$ cat src/rtl/aud_pkg.sv
// Shared types and constants for the audio playback DSP and recorder.
package aud_pkg;

    localparam int unsigned ADDR_W  = 20;
    localparam int unsigned DATA_W  = 16;
    localparam int unsigned SPEED_W = 3;
    localparam int unsigned FACT_W  = SPEED_W + 1;

    typedef enum logic [1:0] {
        S_IDLE,
        S_WAIT,
        S_CALC,
        S_PAUSE
    } state_e;

    typedef enum logic [1:0] {
        NORMAL,
        FAST,
        SLOW0,
        SLOW1
    } mode_e;

    // Fast wins over linear-interpolated slow, which wins over zero-order-hold slow.
    function automatic mode_e mode_sel(input logic fast, input logic slow1, input logic slow0);
        mode_e m;
        m = NORMAL;
        if (fast) begin
            m = FAST;
        end else if (slow1) begin
            m = SLOW1;
        end else if (slow0) begin
            m = SLOW0;
        end
        return m;
    endfunction

endpackage

$ cat src/rtl/aud_interp.sv
// Linear interpolation between two samples: prev + (cur - prev) * (k + 1) / F,
// signed, truncated toward zero.
module aud_interp #(
    parameter int unsigned DATA_W = aud_pkg::DATA_W
) (
    input  logic [DATA_W-1:0] prev_i,
    input  logic [DATA_W-1:0] cur_i,
    input  logic [2:0]        k_i,
    input  logic [3:0]        f_i,
    output logic [DATA_W-1:0] sample_o
);

    // Wide enough for (cur - prev) * 8 without overflow.
    localparam int unsigned PW = DATA_W + 5;

    logic signed [PW-1:0] diff_c;
    logic signed [PW-1:0] mult_c;
    logic signed [PW-1:0] div_c;
    logic signed [PW-1:0] prod_c;

    always_comb begin
        diff_c   = PW'($signed(cur_i)) - PW'($signed(prev_i));
        mult_c   = PW'({1'b0, k_i}) + PW'(1);
        div_c    = PW'({1'b0, f_i});
        prod_c   = diff_c * mult_c;
        sample_o = DATA_W'(prev_c_add(prev_i, prod_c / div_c));
    end

    function automatic logic signed [PW-1:0] prev_c_add(input logic [DATA_W-1:0] p,
                                                        input logic signed [PW-1:0] q);
        return PW'($signed(p)) + q;
    endfunction

endmodule

$ cat src/rtl/aud_dsp.sv
// Playback DSP: walks recorded SRAM samples once per codec LR-clock rise,
// supporting normal, fast-forward and two slow-motion modes plus pause/stop.
module aud_dsp #(
    parameter int unsigned ADDR_W = aud_pkg::ADDR_W,
    parameter int unsigned DATA_W = aud_pkg::DATA_W
) (
    input  logic              i_clk,
    input  logic              i_rst,
    input  logic              i_start,
    input  logic              i_pause,
    input  logic              i_stop,
    input  logic              i_fast,
    input  logic              i_slow_0,
    input  logic              i_slow_1,
    input  logic [2:0]        i_speed,
    input  logic              i_daclrck,
    input  logic [ADDR_W-1:0] i_recd_len,
    input  logic [DATA_W-1:0] i_sram_data,
    output logic [ADDR_W-1:0] o_sram_addr,
    output logic [DATA_W-1:0] o_dac_data,
    output logic              o_player_en,
    output logic              o_done
);

    import aud_pkg::*;

    // One extra bit so address + F never wraps before the length compare.
    localparam int unsigned NA_W = ADDR_W + 1;

    state_e            state_q, state_d;
    mode_e             mode_q,  mode_d;
    logic [3:0]        f_q,     f_d;
    logic [ADDR_W-1:0] addr_q,  addr_d;
    logic [2:0]        k_q,     k_d;
    logic [DATA_W-1:0] prev_q,  prev_d;
    logic [DATA_W-1:0] cur_q,   cur_d;
    logic [DATA_W-1:0] dac_q,   dac_d;
    logic              en_q,    en_d;
    logic              done_q,  done_d;
    logic              lrc_q;

    logic              lrc_rise_c;
    logic [2:0]        k_last_c;
    logic [NA_W-1:0]   next_addr_c;
    logic              adv_c;
    logic [DATA_W-1:0] interp_c;

    assign lrc_rise_c = i_daclrck & ~lrc_q;
    assign k_last_c   = 3'(f_q - 4'd1);

    aud_interp #(
        .DATA_W (DATA_W)
    ) u_interp (
        .prev_i   (prev_q),
        .cur_i    (cur_q),
        .k_i      (k_q),
        .f_i      (f_q),
        .sample_o (interp_c)
    );

    always_ff @(posedge i_clk or posedge i_rst) begin
        if (i_rst) begin
            state_q <= S_IDLE;
            mode_q  <= NORMAL;
            f_q     <= 4'd1;
            addr_q  <= '0;
            k_q     <= '0;
            prev_q  <= '0;
            cur_q   <= '0;
            dac_q   <= '0;
            en_q    <= 1'b0;
            done_q  <= 1'b0;
            lrc_q   <= 1'b0;
        end else begin
            state_q <= state_d;
            mode_q  <= mode_d;
            f_q     <= f_d;
            addr_q  <= addr_d;
            k_q     <= k_d;
            prev_q  <= prev_d;
            cur_q   <= cur_d;
            dac_q   <= dac_d;
            en_q    <= en_d;
            done_q  <= done_d;
            lrc_q   <= i_daclrck;
        end
    end

    always_comb begin
        state_d     = state_q;
        mode_d      = mode_q;
        f_d         = f_q;
        addr_d      = addr_q;
        k_d         = k_q;
        prev_d      = prev_q;
        cur_d       = cur_q;
        dac_d       = dac_q;
        done_d      = 1'b0;
        next_addr_c = {1'b0, addr_q};
        adv_c       = 1'b0;

        if ((state_q != S_IDLE) && i_stop) begin
            state_d = S_IDLE;
            addr_d  = '0;
            k_d     = '0;
            prev_d  = '0;
            dac_d   = '0;
        end else if ((state_q != S_IDLE) && i_pause) begin
            state_d = S_PAUSE;
            dac_d   = '0;
        end else begin
            case (state_q)
                S_IDLE: begin
                    dac_d = '0;
                    if (i_start) begin
                        addr_d = '0;
                        prev_d = '0;
                        k_d    = '0;
                        if (i_recd_len == '0) begin
                            done_d = 1'b1;
                        end else begin
                            state_d = S_WAIT;
                        end
                    end
                end

                // Mode and factor are frozen for the whole sample period.
                S_WAIT: begin
                    if (lrc_rise_c) begin
                        state_d = S_CALC;
                        cur_d   = i_sram_data;
                        mode_d  = mode_sel(i_fast, i_slow_1, i_slow_0);
                        f_d     = {1'b0, i_speed} + 4'd1;
                    end
                end

                S_CALC: begin
                    case (mode_q)
                        FAST: begin
                            next_addr_c = {1'b0, addr_q} + NA_W'(f_q);
                            adv_c       = 1'b1;
                        end
                        SLOW0, SLOW1: begin
                            if (k_q == k_last_c) begin
                                next_addr_c = {1'b0, addr_q} + NA_W'(1);
                                adv_c       = 1'b1;
                                k_d         = '0;
                            end else begin
                                k_d = k_q + 3'd1;
                            end
                        end
                        default: begin
                            next_addr_c = {1'b0, addr_q} + NA_W'(1);
                            adv_c       = 1'b1;
                        end
                    endcase

                    dac_d = (mode_q == SLOW1) ? interp_c : cur_q;
                    if (adv_c) begin
                        prev_d = cur_q;
                    end

                    // Last sample still goes out; position rewinds for the next start.
                    if (next_addr_c >= {1'b0, i_recd_len}) begin
                        state_d = S_IDLE;
                        done_d  = 1'b1;
                        addr_d  = '0;
                        k_d     = '0;
                        prev_d  = '0;
                    end else begin
                        state_d = S_WAIT;
                        addr_d  = next_addr_c[ADDR_W-1:0];
                    end
                end

                S_PAUSE: begin
                    dac_d = '0;
                    if (i_start) begin
                        state_d = S_WAIT;
                    end
                end

                default: begin
                    state_d = S_IDLE;
                end
            endcase
        end

        en_d = (state_d == S_WAIT) || (state_d == S_CALC);
    end

    assign o_sram_addr = addr_q;
    assign o_dac_data  = dac_q;
    assign o_player_en = en_q;
    assign o_done      = done_q;

endmodule
$ cat config.mk
export PLATFORM = sky130hd
export DESIGN_NAME = aud_dsp
export DESIGN_NICKNAME = d
export VERILOG_FILES = /design/src/rtl/aud_pkg.sv /design/src/rtl/aud_interp.sv /design/src/rtl/aud_dsp.sv
export SDC_FILE = /design/constraint.sdc
export NUM_CORES = 1
export LEC_CHECK = 0
export ABC_AREA = 1
export BUFFER_PORTS_ARGS = -buffer_cell sky130_fd_sc_hd__buf_2
export CORE_MARGIN = 10
export CORE_UTILIZATION = 60
export DETAILED_ROUTE_END_ITERATION = 12
export GPL_TIMING_DRIVEN = 0
export MAX_ROUTING_LAYER = met4
export PLACE_DENSITY = 0.81
export SLEW_MARGIN = 15
export SYNTH_ARGS = -nofsm -noshare
export SYNTH_HDL_FRONTEND = slang
export SYNTH_SLANG_ARGS = --single-unit
$ cat constraint.sdc
create_clock -name i_clk -period 51.7 [get_ports i_clk]
set_clock_uncertainty 0.15 [all_clocks]
set_input_delay 5.17 -clock i_clk [delete_from_list [all_inputs] [get_ports i_clk]]
set_output_delay 5.17 -clock i_clk [all_outputs]
set_load 0.02 [all_outputs]
==> results.rst <==
.. list-table::
   :header-rows: 1

   * - Metric
     - Value
   * - Top Ports
     - 86
   * - Total core area
     - 29700 um2
   * - HPWL reported at the end of detailed placement
     - 43400 um
   * - Fraction of synthesis flops using an asynchronous set or reset pin
     - 1.00
   * - Cell mode on critical path
     - sky130_fd_sc_hd__nand2_1
   * - Initial standard-cell utilization of the core
     - 0.611
   * - Routed wirelength normalized by instance count
     - 14.6 um
   * - Maximum fanout along the worst path
     - 10
   * - Count of state elements after synthesis
     - 82
   * - Number of library cell types mapped by synthesis
     - 64
   * - Fraction of final layout cells with drive strength greater than 1
     - 0.102
   * - Number of instances in the synthesized netlist
     - 3034
   * - Full die area
     - 37600 um2
   * - Vias per std cell
     - 5.54
   * - Max Root-Sink Buffers
     - 2
   * - Total count of hold-check failures in the final report
     - 0
   * - Data arrival time of the worst path
     - 47.33 ns
   * - EDFF count, synth
     - 0
   * - Met3 track demand over resource in global routing
     - 0.0399
   * - Portion of the clock cycle consumed by the worst path in the final layout
     - 0.914
   * - Clock period minus final worst setup slack
     - 47.24 ns
   * - Met1 layer usage reported by global route
     - 0.350
   * - Pin count of the biggest net entering global routing
     - 49
   * - Clock root cell
     - sky130_fd_sc_hd__clkbuf_16
   * - Slowest stage cell on the critical path
     - sky130_fd_sc_hd__fa_1
   * - Global-route wire length before repair
     - 85300 um
   * - CTS tree
     - built
   * - Total number of placement rows
     - 63
   * - Vertical extent of the die
     - 194 um
   * - Layout fillers
     - 2877
   * - Delay contributed by the slowest stage of the critical path
     - 0.53 ns
   * - TritonCTS Buffers
     - 9
   * - Total clock sinks
     - 82
   * - Actual transition at the worst max-transition pin
     - 1.16 ns
   * - First drt pass iteration count
     - 5
   * - GRT Resource Usage Total
     - 0.269
   * - Total number of vias
     - 19500
   * - Antenna cell count
     - 0
   * - Net count after synthesis
     - 3302
   * - Sequential-to-total area share from yosys stat
     - 0.113
   * - Post-Route Setup TNS
     - 0 ns
   * - Antenna violations before repair
     - 0
   * - Placed standard-cell area
     - 19100 um2
   * - CTS H-tree lvls
     - 3
   * - Slew Limit Headroom
     - 0.226
   * - Crit end category
     - register
   * - Global placement routability congestion
     - 0.980
   * - Cell area after synthesis
     - 18100 um2
   * - Type of the tightest min-delay check
     - reg -> reg
   * - Cell Count Post-Placement
     - 3510
   * - Post-CTS Setup Repair Bufs
     - 0
   * - Pins over their slew limit
     - 0
   * - Max-cap violation count
     - 0
   * - Via count of the first global-routing pass
     - 18100
   * - Port bufs
     - 85
   * - Source-to-sink clock delay at the later pin of the worst-skew pair
     - 0.35 ns
   * - Syn Area/Cell
     - 5.98 um2
   * - Classification of the worst setup path
     - reg -> reg
   * - FMAX
     - 0.0212 GHz
   * - Prevailing post-synth register cell
     - sky130_fd_sc_hd__dfrtp_1
   * - Area added between synthesis and finish
     - 6.98%
   * - ANT nets after route
     - 0
   * - Number of failing setup endpoints in the final timing report
     - 0
   * - Warnings from Yosys
     - 0
   * - GRT Residual Overflow
     - 0
   * - Required time worst endpoint
     - 51.79 ns
   * - Most Crowded Layer GR
     - met2
   * - Result of the run
     - complete, no violations
   * - Met2 track utilization from global routing
     - 0.428
   * - Final design area excluding fillers
     - 19400 um2
   * - Post-layout net count
     - 3399
   * - # DRC
     - 0
   * - DIE WIDTH
     - 194 um
   * - Type of element launching the critical path
     - register
   * - Clk slew on worst S/H paths
     - 0.06 ns
   * - Unrepaired setup endpoints after global routing
     - false
   * - DR iter-0 viols
     - 1527
   * - Count of non-filler cells in the finished layout
     - 3526
   * - Routed Wire Length
     - 51400 um
[cell type report]
| cell class | instances | area [um2] | area share |
|---|---|---|---|
| Timing Repair Buffer | 86 | 453 | 0.0233 |
| Clock buffer | 11 | 253 | 0.0130 |
| Buffer | 39 | 273 | 0.0140 |
| Sequential cell | 82 | 2050 | 0.106 |
| Tap cell | 390 | 488 | 0.0251 |
| Multi-Input combinational cell | 2342 | 13700 | 0.705 |
| Inverter | 571 | 2150 | 0.111 |
| Clock inverter | 5 | 52.6 | 0.00271 |
[critical path, delay by kind of cell, from the launching register on]
kind                     cells  cell delay, ns
adder cells (fa/ha/maj)     28            9.11
flip-flops                   1            0.40
AO/OA/AOI/OAI               72           12.70
XOR/XNOR                     3            0.64
AND/OR/NAND/NOR            121           16.40
buffers and inverters       62            7.62
[metal layers]
metal  share of wire  vias to the layer above
met2            0.45                      589
met4           0.023                        0
met3           0.069                       73
li1                -                     9939
met5               0                        -
met1            0.46                     8940
[cells in the final DEF, fill, tap and decap left out, types with 8 or more instances in the layout]
master                      instances
sky130_fd_sc_hd__nand2_1          822
sky130_fd_sc_hd__inv_1            529
sky130_fd_sc_hd__nor2_1           270
sky130_fd_sc_hd__nand3_1          246
sky130_fd_sc_hd__ha_1             183
sky130_fd_sc_hd__o21ai_0          140
sky130_fd_sc_hd__a21oi_1          109
sky130_fd_sc_hd__buf_2             93
sky130_fd_sc_hd__xor2_1            92
sky130_fd_sc_hd__dfrtp_1           81
sky130_fd_sc_hd__nand4_1           79
sky130_fd_sc_hd__nand2_2           46
sky130_fd_sc_hd__fa_1              37
sky130_fd_sc_hd__xnor2_1           34
sky130_fd_sc_hd__inv_2             33
sky130_fd_sc_hd__nor3_1            31
sky130_fd_sc_hd__o22ai_1           28
sky130_fd_sc_hd__or2_2             22
sky130_fd_sc_hd__o21ai_1           21
sky130_fd_sc_hd__nand3_2           21
sky130_fd_sc_hd__nor2_4            19
sky130_fd_sc_hd__nor2_2            18
sky130_fd_sc_hd__o21bai_1          14
sky130_fd_sc_hd__buf_6             14
sky130_fd_sc_hd__clkbuf_1          13
sky130_fd_sc_hd__o31ai_1           11
sky130_fd_sc_hd__nand3b_1          11
sky130_fd_sc_hd__a32o_1             9
sky130_fd_sc_hd__clkbuf_16          9
sky130_fd_sc_hd__nor4_1             8
sky130_fd_sc_hd__clkinv_1           8
[final timing paths]
check,from,end,slack (ns),cells past startpoint
setup / recovery,prev_q[1]$_DFFE_PP0P_,o_dac_data[15]$_DFFE_PP0P_,4.46,286
hold / removal,o_dac_data[15]$_DFFE_PP0P_,o_dac_data[15]$_DFFE_PP0P_,0.33,2
setup reg to reg,prev_q[1]$_DFFE_PP0P_,o_dac_data[15]$_DFFE_PP0P_,4.46,286
hold reg to reg,o_dac_data[15]$_DFFE_PP0P_,o_dac_data[15]$_DFFE_PP0P_,0.33,2
max in group asynchronous,i_rst,f_q[0]$_DFFE_PP1P_,46.04,3
min in group asynchronous,i_rst,state_q[1]$_DFF_PP0_,4.70,2
[kinds of logic after synthesis]
family / synth area share
buffers and inverters: 0.133
muxes: 0.000552
AOI/OAI and AO/OA: 0.118
and+or+nand+nor: 0.408
adders and majority gates: 0.167
DFF: 0.113
xor gates and xnor gates: 0.0608
[registers in the layout (all words and copies together) (netlist names)]
name	cells
o_sram_addr	20
cur_q	16
o_dac_data	16
prev_q	16
f_q	4
k_q	3
mode_q	2
state_q	2
lrc_q	1
o_done	1
o_player_en	1
[timing repair]
item | 4_1_cts | 5_1_grt
hold buffers | 0 | 0
setup endpoints to repair | 0 | 5
gates resized for setup | 0 | 7
[stage by stage]
stage | util | setup slack [ns] | hold slack, ns
2_1_floorplan | - | 11.70 | 0.336
3_3_place_gp | 0.641 | 5.48 | 0.311
3_5_place_dp | 0.642 | 4.26 | 0.314
4_1_cts | 0.653 | 4.16 | 0.331
5_1_grt | 0.653 | 0.167 | 0.380
6_report | 0.653 | 4.46 | 0.334
[cell usage after synthesis (28+ instances only)]
cell type	n	share of area
sky130_fd_sc_hd__nand2_1	822	0.17
sky130_fd_sc_hd__fa_1	37	0.041
sky130_fd_sc_hd__nor3_1	31	0.0085
sky130_fd_sc_hd__inv_1	530	0.11
sky130_fd_sc_hd__a21oi_1	112	0.031
sky130_fd_sc_hd__ha_1	183	0.13
sky130_fd_sc_hd__xor2_1	92	0.044
sky130_fd_sc_hd__xnor2_1	34	0.016
sky130_fd_sc_hd__nand2_2	46	0.016
sky130_fd_sc_hd__o21ai_0	142	0.039
sky130_fd_sc_hd__nand4_1	79	0.027
sky130_fd_sc_hd__nor2_1	271	0.056
sky130_fd_sc_hd__inv_2	33	0.0068
sky130_fd_sc_hd__nand3_1	246	0.068
sky130_fd_sc_hd__dfrtp_1	81	0.11
sky130_fd_sc_hd__o22ai_1	28	0.0097
Power is left out: the tool's default activity adds up to more than one toggle a clock period on the data nets, which glitch-free logic cannot reach.
